--- config.mk ---
export PLATFORM = sky130hd
export DESIGN_NAME = serdes_link_arbiter
export DESIGN_NICKNAME = d
export VERILOG_FILES = /design/src/rtl/serdes_pkg.sv /design/src/rtl/rr_priority_picker.sv /design/src/rtl/serdes_link_arbiter.sv
export SDC_FILE = /design/constraint.sdc
export NUM_CORES = 1
export LEC_CHECK = 0
export ABC_AREA = 1
export CELL_PAD_IN_SITES_DETAIL_PLACEMENT = 1
export CELL_PAD_IN_SITES_GLOBAL_PLACEMENT = 1
export CORE_ASPECT_RATIO = 0.8
export CORE_MARGIN = 2
export CORE_UTILIZATION = 23
export DETAILED_ROUTE_END_ITERATION = 8
export PLACE_DENSITY_LB_ADDON = 0.08
export SLEW_MARGIN = 25
export SYNTH_ARGS = -nofsm -noshare
export SYNTH_HDL_FRONTEND = slang
export SYNTH_SLANG_ARGS = --single-unit
--- constraint.sdc ---
create_clock -name clk -period 2.2 [get_ports clk]
set_input_delay 0.44 -clock clk [delete_from_list [all_inputs] [get_ports clk]]
set_output_delay 0.44 -clock clk [all_outputs]
set_load 0.02 [all_outputs]
--- src/rtl/serdes_pkg.sv ---
// Shared types for the serializer link arbiter.
package serdes_pkg;

  typedef enum logic {
    ARB_IDLE  = 1'b0,
    ARB_GRANT = 1'b1
  } arb_state_t;

endpackage

--- src/rtl/rr_priority_picker.sv ---
// Round-robin picker: first eligible channel scanning upward from last_winner+1, wrapping.
module rr_priority_picker #(
  parameter int unsigned NUM_CH = 4
) (
  input  logic [NUM_CH-1:0]         eligible,
  input  logic [$clog2(NUM_CH)-1:0] last_winner,
  output logic [$clog2(NUM_CH)-1:0] winner,
  output logic                      found
);

  localparam int unsigned CH_W  = $clog2(NUM_CH);
  localparam int unsigned DBL_W = 2 * NUM_CH;

  logic [DBL_W-1:0] dbl;
  logic [DBL_W-1:0] window;
  logic [DBL_W-1:0] masked;
  int unsigned      lw;
  int unsigned      idx;

  // Window covers positions last_winner+1 .. last_winner+NUM_CH of the doubled mask
  always_comb begin
    lw     = 32'(last_winner);
    dbl    = {eligible, eligible};
    window = '0;
    for (int unsigned k = 0; k < DBL_W; k++) begin
      if ((k > lw) && (k <= lw + NUM_CH)) window[k] = 1'b1;
    end
    masked = dbl & window;
  end

  // Lowest set bit of the windowed mask, folded back into channel range
  always_comb begin
    idx   = 0;
    found = 1'b0;
    for (int unsigned k = 0; k < DBL_W; k++) begin
      if (!found && masked[k]) begin
        idx   = k;
        found = 1'b1;
      end
    end
    if (idx >= NUM_CH) idx = idx - NUM_CH;
    winner = CH_W'(idx);
  end

endmodule

--- src/rtl/serdes_link_arbiter.sv ---
// Round-robin arbiter sharing one serializer link between NUM_CH requesters, bursts of up to BURST_LEN.
module serdes_link_arbiter
  import serdes_pkg::*;
#(
  parameter int unsigned NUM_CH     = 4,
  parameter int unsigned DATA_WIDTH = 8,
  parameter int unsigned BURST_LEN  = 2
) (
  input  logic                         clk,
  input  logic                         rst,
  input  logic [NUM_CH-1:0]            chan_enable,
  input  logic [NUM_CH*DATA_WIDTH-1:0] req_data,
  input  logic [NUM_CH-1:0]            req_valid,
  output logic [NUM_CH-1:0]            req_ready,
  output logic [DATA_WIDTH-1:0]        ser_data,
  output logic                         ser_valid,
  input  logic                         ser_ready,
  output logic [$clog2(NUM_CH)-1:0]    grant_id,
  output logic                         grant_valid,
  output logic                         busy
);

  localparam int unsigned CH_W  = $clog2(NUM_CH);
  localparam int unsigned CNT_W = $clog2(BURST_LEN + 1);

  arb_state_t      state;
  logic [CH_W-1:0] last_winner;
  logic [CNT_W-1:0] burst_cnt;

  logic [CH_W-1:0]       pick_winner;
  logic                  pick_found;
  logic [DATA_WIDTH-1:0] sel_data;
  logic                  sel_valid;
  logic                  sel_enable;
  logic                  active;
  logic                  xfer;
  logic                  burst_last;
  logic                  grant_exit;

  rr_priority_picker #(
    .NUM_CH (NUM_CH)
  ) u_picker (
    .eligible    (req_valid & chan_enable),
    .last_winner (last_winner),
    .winner      (pick_winner),
    .found       (pick_found)
  );

  // Select the granted channel's word, valid and enable
  always_comb begin
    sel_data   = '0;
    sel_valid  = 1'b0;
    sel_enable = 1'b0;
    for (int unsigned i = 0; i < NUM_CH; i++) begin
      if (grant_id == CH_W'(i)) begin
        sel_data   = req_data[i*DATA_WIDTH +: DATA_WIDTH];
        sel_valid  = req_valid[i];
        sel_enable = chan_enable[i];
      end
    end
  end

  // Pass-through to the serializer; reset blocks any transfer in its own cycle
  always_comb begin
    active    = (state == ARB_GRANT) && !rst;
    ser_valid = active && sel_valid;
    ser_data  = active ? sel_data : '0;
    req_ready = '0;
    for (int unsigned i = 0; i < NUM_CH; i++) begin
      if (active && (grant_id == CH_W'(i))) req_ready[i] = ser_ready;
    end
    xfer       = ser_valid && ser_ready;
    burst_last = (burst_cnt == CNT_W'(BURST_LEN - 1));
    grant_exit = (xfer && burst_last) || !sel_valid || (!sel_enable && !xfer);
  end

  assign grant_valid = (state == ARB_GRANT);
  assign busy        = (state != ARB_IDLE);

  // Arbitration FSM with grant, round-robin pointer and burst counter
  always_ff @(posedge clk) begin
    if (rst) begin
      state       <= ARB_IDLE;
      grant_id    <= '0;
      burst_cnt   <= '0;
      last_winner <= CH_W'(NUM_CH - 1);
    end else begin
      case (state)
        ARB_IDLE: begin
          if (pick_found) begin
            grant_id    <= pick_winner;
            last_winner <= pick_winner;
            burst_cnt   <= '0;
            state       <= ARB_GRANT;
          end
        end
        ARB_GRANT: begin
          if (xfer && !burst_last) burst_cnt <= burst_cnt + CNT_W'(1);
          if (grant_exit) state <= ARB_IDLE;
        end
        default: state <= ARB_IDLE;
      endcase
    end
  end

endmodule

==> flow_metrics.py, run 1 <==
metrics = {
    "timing": {
        "worst_clock_skew_ns": 0.002172,
        "worstMarginPinSlew_ns": 0.2248,
        "max-slew-margin-rel": 0.8501,
        "finalCriticalPeriod_ns": 2.124,
        "rsz0062_at_grt": "false",
        "finalHoldViolations": 0,
        "drv_slew": 0,
        "max_freq_mhz": 470.9,
        "final.setup.worst_slack_ns": 0.07637,
        "setup-violations-final": 0,
        "period_share": 0.9653,
    },
    "synth": {
        "post-synth-top-area-cell": "nand2_1",
        "synth.area.top_cells": "nand2_1 21%, dfxtp_1 17%, inv_1 7.1%, nor2_1 6.2%, a21oi_1 5.9%",
        "avgSynthCellArea_um2": 5.882,
        "postSynthCellCount": 144,
        "ys_ff_latch": 7,
        "yosysSeqAreaShare": 0.1654,
        "synth_cell_types": 27,
        "syn_nets": 188,
        "ys_warn_count": 0,
        "synth.cell_area_um2": 847.1,
        "synth_top_area_frac": 0.2127,
    },
    "clock_network": {
        "clk_latency_ns": 0.23,
        "path_clk_slew_ns": 0.04,
        "cts_num_sinks": 7,
        "cts_htree_levels": 1,
        "cts_tree": "built",
        "root_buffer": "clkbuf_8",
        "numCtsBuffers": 3,
        "ctsLongestPathBuffers": 2,
        "post-cts-setup-buffer-count": 0,
    },
    "critical_path": {
        "end_kind": "primary output",
        "path_class": "input port to primary output",
        "setup.reg_to_reg.worst_slack_ns": 0.71,
        "cp.arrival_ns": 1.68,
        "cp.required_ns": 1.76,
        "r2r_end": "burst_cnt[0]",
        "crit_fanout": 4,
        "cp-start-kind": "input port",
        "r2r_start": "grant_id[1]",
        "r2r_cells": 11,
    },
    "final_layout": {
        "insertedDiodeCount": 0,
        "final_cell_mix": "47 x nand2_1, 46 x clkdlybuf4s50_1, 17 x buf_4",
        "drive_gt1_frac": 0.2197,
        "finish.net_count": 268,
        "layout_commonest_cell": "nand2_1",
        "syn_to_final_growth_pct": 96.75,
    },
    "floorplanning": {
        "rows": 19,
        "start_util": 0.2441,
        "io_pins": 60,
        "die_w_um": 71.85,
        "dieArea_um2": 4187,
        "fp.dieH_um": 58.28,
        "core-area_um2": 3471,
    },
    "pwr": {
        "total_leakage_power_uw": 0.0007854,
        "p_per_area_nw_per_um2": 549.6,
        "max-vdd-ir-drop_v": 0.0002938,
        "p_total_uw": 916.0,
    },
    "global_route": {
        "antenna_found_initial": 0,
        "grt_max_degree": 13,
        "grt_first_pass_wirelength_um": 5975,
        "grt_usage": 0.1818,
        "grt_overflow": 0,
        "grt_pass1_vias": 1303,
    },
    "drt": {
        "drc_errors": 0,
        "viasPerCell": 4.570,
        "ant_nets": 0,
        "avgRoutedWirePerCell_um": 13.56,
        "firstDrtPassIters": 4,
        "num_vias": 1211,
        "drt_iter0_drc": 33,
        "routed_wl_um": 3594,
    },
    "place": {
        "dp_slack_ns": -0.2993,
        "place.detailed.hpwl_um": 3067,
        "gp_congestion": 0.8364,
        "numPortBuffers": 59,
    },
    "worst_hold_path": {
        "hp-start": "burst_cnt[1]",
        "hold_class": "register to register",
        "hold_end": "burst_cnt[1]",
        "hold_path_depth": 2,
    },
    "run": {
        "cap_violations": 0,
    },
    "outcome": {
        "status": "finished clean",
    },
}
[cell type report]
class,count,area (um2)
clock buffers,3,41.29
clock inverters,1,5.005
fillers,458,1804
inverters,20,82.58
multi-input cells,114,604.3
flip-flops and latches,7,140.1
well taps,42,52.55
repair buffers,78,740.7
[kinds of logic (layout without fill, tap and decap cells)]
kind of cell / count (synthesis) / count (layout) / share of synthesized area
compound gates: 27 / 27 / 0.1950
fa+ha+maj: 1 / 1 / 0.01477
buf+inv: 23 / 102 / 0.1330
flops: 7 / 7 / 0.1654
simple gates: 86 / 86 / 0.4919
[critical path: stages]
cell	delay [ns]
clkdlybuf4s50_1	0.44
inv_2	0.08
nand2_2	0.08
buf_4	0.17
a21oi_1	0.11
dlygate4sd2_1	0.35
[worst max-delay path by stage]
stage                     slack, ns  startpoint  depth (start not counted)           end
final                          0.08         rst                          6   ser_data[2]
after global routing         0.0008         rst                          6   ser_data[5]
after CTS                     0.002         rst                          7  req_ready[1]
after detailed placement      -0.30         rst                          7   ser_data[0]
after global placement        -0.29         rst                          7   ser_data[0]
after floorplan                0.35        busy                          4  req_ready[1]
[Yosys cell counts]
cell type	instances
nand2_1	48
inv_1	16
nor2_1	14
a21oi_1	10
o21ai_0	8
dfxtp_1	7
nand3_1	7
nor2_2	4
nand4_1	3
o211ai_1	3
o221ai_1	3
buf_6	2
inv_2	2
nand2_2	2
nand2_4	2
o21ai_2	2
a21oi_2	1
buf_4	1
ha_1	1
inv_4	1
inv_6	1
nand3_2	1
nand3_4	1
nor2_4	1
nor2_8	1
nor3_1	1
or2_2	1
[per-stage QoR]
step           setup TNS, ns  cell area, um2    util  hold slack [ns]  std cells
6_report                   0            1667  0.4802           0.4773        265
4_1_cts                    0            1663  0.4791           0.4799        265
2_1_floorplan              0           847.1       -           0.4454        144
5_1_grt                    0            1667  0.4802           0.5037        265
3_5_place_dp          -3.223            1628  0.4690           0.4703        261
3_3_place_gp          -2.926            1628  0.4690           0.4603        261
[layer usage]
metal | share of wire | vias up | track usage | wire length [um]
met5 | 0 | - | 0 | 0
met3 | 0.073 | 2 | 0.04870 | 261
li1 | - | 626 | - | -
met4 | 0.0025 | 0 | 0.008086 | 9
met1 | 0.45 | 545 | 0.2312 | 1635
met2 | 0.47 | 38 | 0.3254 | 1687
[power by group]
group	total, uW	internal, uW	switching [uW]
Combinational	566	272	294
Sequential	166	147	19.5
Clock	184	123	60.9
[state kept, by name, indices dropped and copies added, names as in the netlist]
register,cells
last_winner,2
burst_cnt,2
grant_id,2
busy,1
[what timing repair did]
action,4_1_cts,5_1_grt
pin swaps,0,0
resized for setup,19,7
setup endpoints to repair,13,13
hold buffers,0,0
endpoints found under the hold margin,0,0
Note: power is estimated with default switching activity, not from simulation.
==> run 2, diff against run 1 <==
--- a/config.mk
+++ b/config.mk
@@ -12,6 +12,7 @@
 export CORE_MARGIN = 2
 export CORE_UTILIZATION = 23
 export DETAILED_ROUTE_END_ITERATION = 8
+export MAX_ROUTING_LAYER = met4
 export PLACE_DENSITY_LB_ADDON = 0.08
 export SLEW_MARGIN = 25
 export SYNTH_ARGS = -nofsm -noshare
==> run 2 against run 1 <==
Compared with the run above:
- clock power barely moved
- critical path depth did not move
- fmax barely moved
- largest cell class unchanged
- wire length fell by 0.25%
- cell count did not move
- critical endpoint unchanged
- design area did not move
==> flow_metrics.py, run 2 (synthesis gave the netlist of run 1 again) <==
metrics = {
    "timing": {
        "rsz0062_at_grt": "false",
        "whs_ns": 0.4773,
        "period_share": 0.9653,
        "final.setup.worst_slack_ns": 0.07638,
        "setup_tns_ns": 0,
        "max_freq_mhz": 470.9,
        "max-slew-margin-rel": 0.8497,
        "finalHoldViolations": 0,
        "finalCriticalPeriod_ns": 2.124,
        "worst_clock_skew_ns": 0.003145,
        "setup-violations-final": 0,
        "drv_slew": 0,
        "worstMarginPinSlew_ns": 0.2255,
    },
    "pwr": {
        "combPwrFrac": 0.618,
        "power_switching_uw": 373.9,
        "p_seq_frac": 0.181,
        "p_per_area_nw_per_um2": 549.5,
        "p_int_uw": 542.0,
        "swShare": 0.4082,
        "clkPwrFrac": 0.201,
        "total_leakage_power_uw": 0.0007854,
        "max-vdd-ir-drop_v": 0.0002937,
    },
    "floorplanning": {
        "die_w_um": 71.85,
        "core-area_um2": 3471,
        "fp.dieH_um": 58.28,
        "rows": 19,
        "dieArea_um2": 4187,
        "start_util": 0.2441,
        "io_pins": 60,
    },
    "place": {
        "numPortBuffers": 59,
        "place_inst": 261,
        "place.detailed.hpwl_um": 3067,
        "place_area_um2": 1628,
        "dp_slack_ns": -0.2993,
        "gp_congestion": 0.8494,
    },
    "critical_path": {
        "r2r_cells": 11,
        "crit_fanout": 4,
        "path_class": "input port to primary output",
        "crit_path_end": "ser_data[2]",
        "end_kind": "primary output",
        "cp.required_ns": 1.76,
        "critPathLaunch": "rst",
        "r2r_end": "burst_cnt[0]",
        "cp-start-kind": "input port",
        "cp.arrival_ns": 1.68,
        "setup.reg_to_reg.worst_slack_ns": 0.71,
        "r2r_start": "grant_id[1]",
    },
    "global_route": {
        "use_met3": 0.04870,
        "busiest_layer": "met2",
        "use_met2": 0.3254,
        "antenna_found_initial": 0,
        "grt_pass1_vias": 1304,
        "met1_usage": 0.2312,
        "grt_max_degree": 13,
        "grt_usage": 0.1874,
        "grt_overflow": 0,
        "grt_first_pass_wirelength_um": 5975,
    },
    "clock_network": {
        "numCtsBuffers": 3,
        "clk_latency_ns": 0.23,
        "ctsLongestPathBuffers": 2,
        "path_clk_slew_ns": 0.04,
        "cts_num_sinks": 7,
        "root_buffer": "clkbuf_8",
        "cts_tree": "built",
        "post-cts-setup-buffer-count": 0,
        "cts_htree_levels": 1,
    },
    "worst_hold_path": {
        "hold_class": "register to register",
    },
    "drt": {
        "firstDrtPassIters": 4,
        "avgRoutedWirePerCell_um": 13.53,
        "viasPerCell": 4.577,
        "drt_iter0_drc": 35,
        "drc_errors": 0,
        "ant_nets": 0,
        "routed_wl_um": 3585,
        "num_vias": 1213,
    },
    "final_layout": {
        "top_regs": "burst_cnt: 2 flops, grant_id: 2 flops, last_winner: 2 flops",
        "final_cell_mix": "47 x nand2_1, 46 x clkdlybuf4s50_1, 17 x buf_4",
        "drive_gt1_frac": 0.2197,
        "insertedDiodeCount": 0,
        "fin_area_um2": 1667,
        "fin_cells": 265,
        "syn_to_final_growth_pct": 96.75,
        "finish.net_count": 268,
        "layout_commonest_cell": "nand2_1",
    },
    "run": {
        "cap_violations": 0,
    },
    "outcome": {
        "status": "finished clean",
    },
}
==> run 2: layout make-up <==
type	count	area, um2
Timing Repair Buffer	78	740.7
Multi-Input combinational cell	114	604.3
Clock buffer	3	41.29
Tap cell	42	52.55
Clock inverter	1	5.005
Sequential cell	7	140.1
Fill cell	458	1804
Inverter	20	82.58
==> run 2: critical path: stages <==
cell             delay, ns
clkdlybuf4s50_1       0.44
inv_2                 0.08
nand2_2               0.08
buf_4                 0.17
a21oi_1               0.11
dlygate4sd2_1         0.35
==> run 2: power groups by stage <==
stage               logic (uW)  registers (uW)  clock network, uW
finish                     566             166                184
detailed placement         575             169                  0
CTS                        568             167                189
floorplan                  287             176                  0
global route               622             169                195
global placement           561             168                  0
==> run 2: how the worst min path moves through the flow <==
| stage | from | endpoint | slack [ns] | depth (start not counted) |
|---|---|---|---|---|
| floorplan | burst_cnt[1] | burst_cnt[1] | 0.45 | 2 |
| global placement | burst_cnt[1] | burst_cnt[1] | 0.46 | 2 |
| global route | burst_cnt[1] | burst_cnt[1] | 0.50 | 2 |
| finish | burst_cnt[1] | burst_cnt[1] | 0.48 | 2 |
| detailed placement | burst_cnt[1] | burst_cnt[1] | 0.47 | 2 |
| CTS | burst_cnt[1] | burst_cnt[1] | 0.48 | 2 |
==> run 2: routing by layer <==
layer,up-vias,wire length [um]
li1,625,-
met1,548,1623
met2,38,1690
met3,2,261
met4,0,9
met5,-,0
==> run 2: repair_timing <==
action | 4_1_cts | 5_1_grt
gates resized for setup | 19 | 7
pin swaps | 0 | 0
endpoints found under the setup margin | 13 | 13
hold buffers | 0 | 0
==> run 2: per-stage QoR <==
stage	utilization	power [uW]
after detailed placement	0.4690	744.2
after global placement	0.4690	729.5
after CTS	0.4791	922.9
after global routing	0.4802	986.4
after floorplan	-	463.0
final	0.4802	915.9
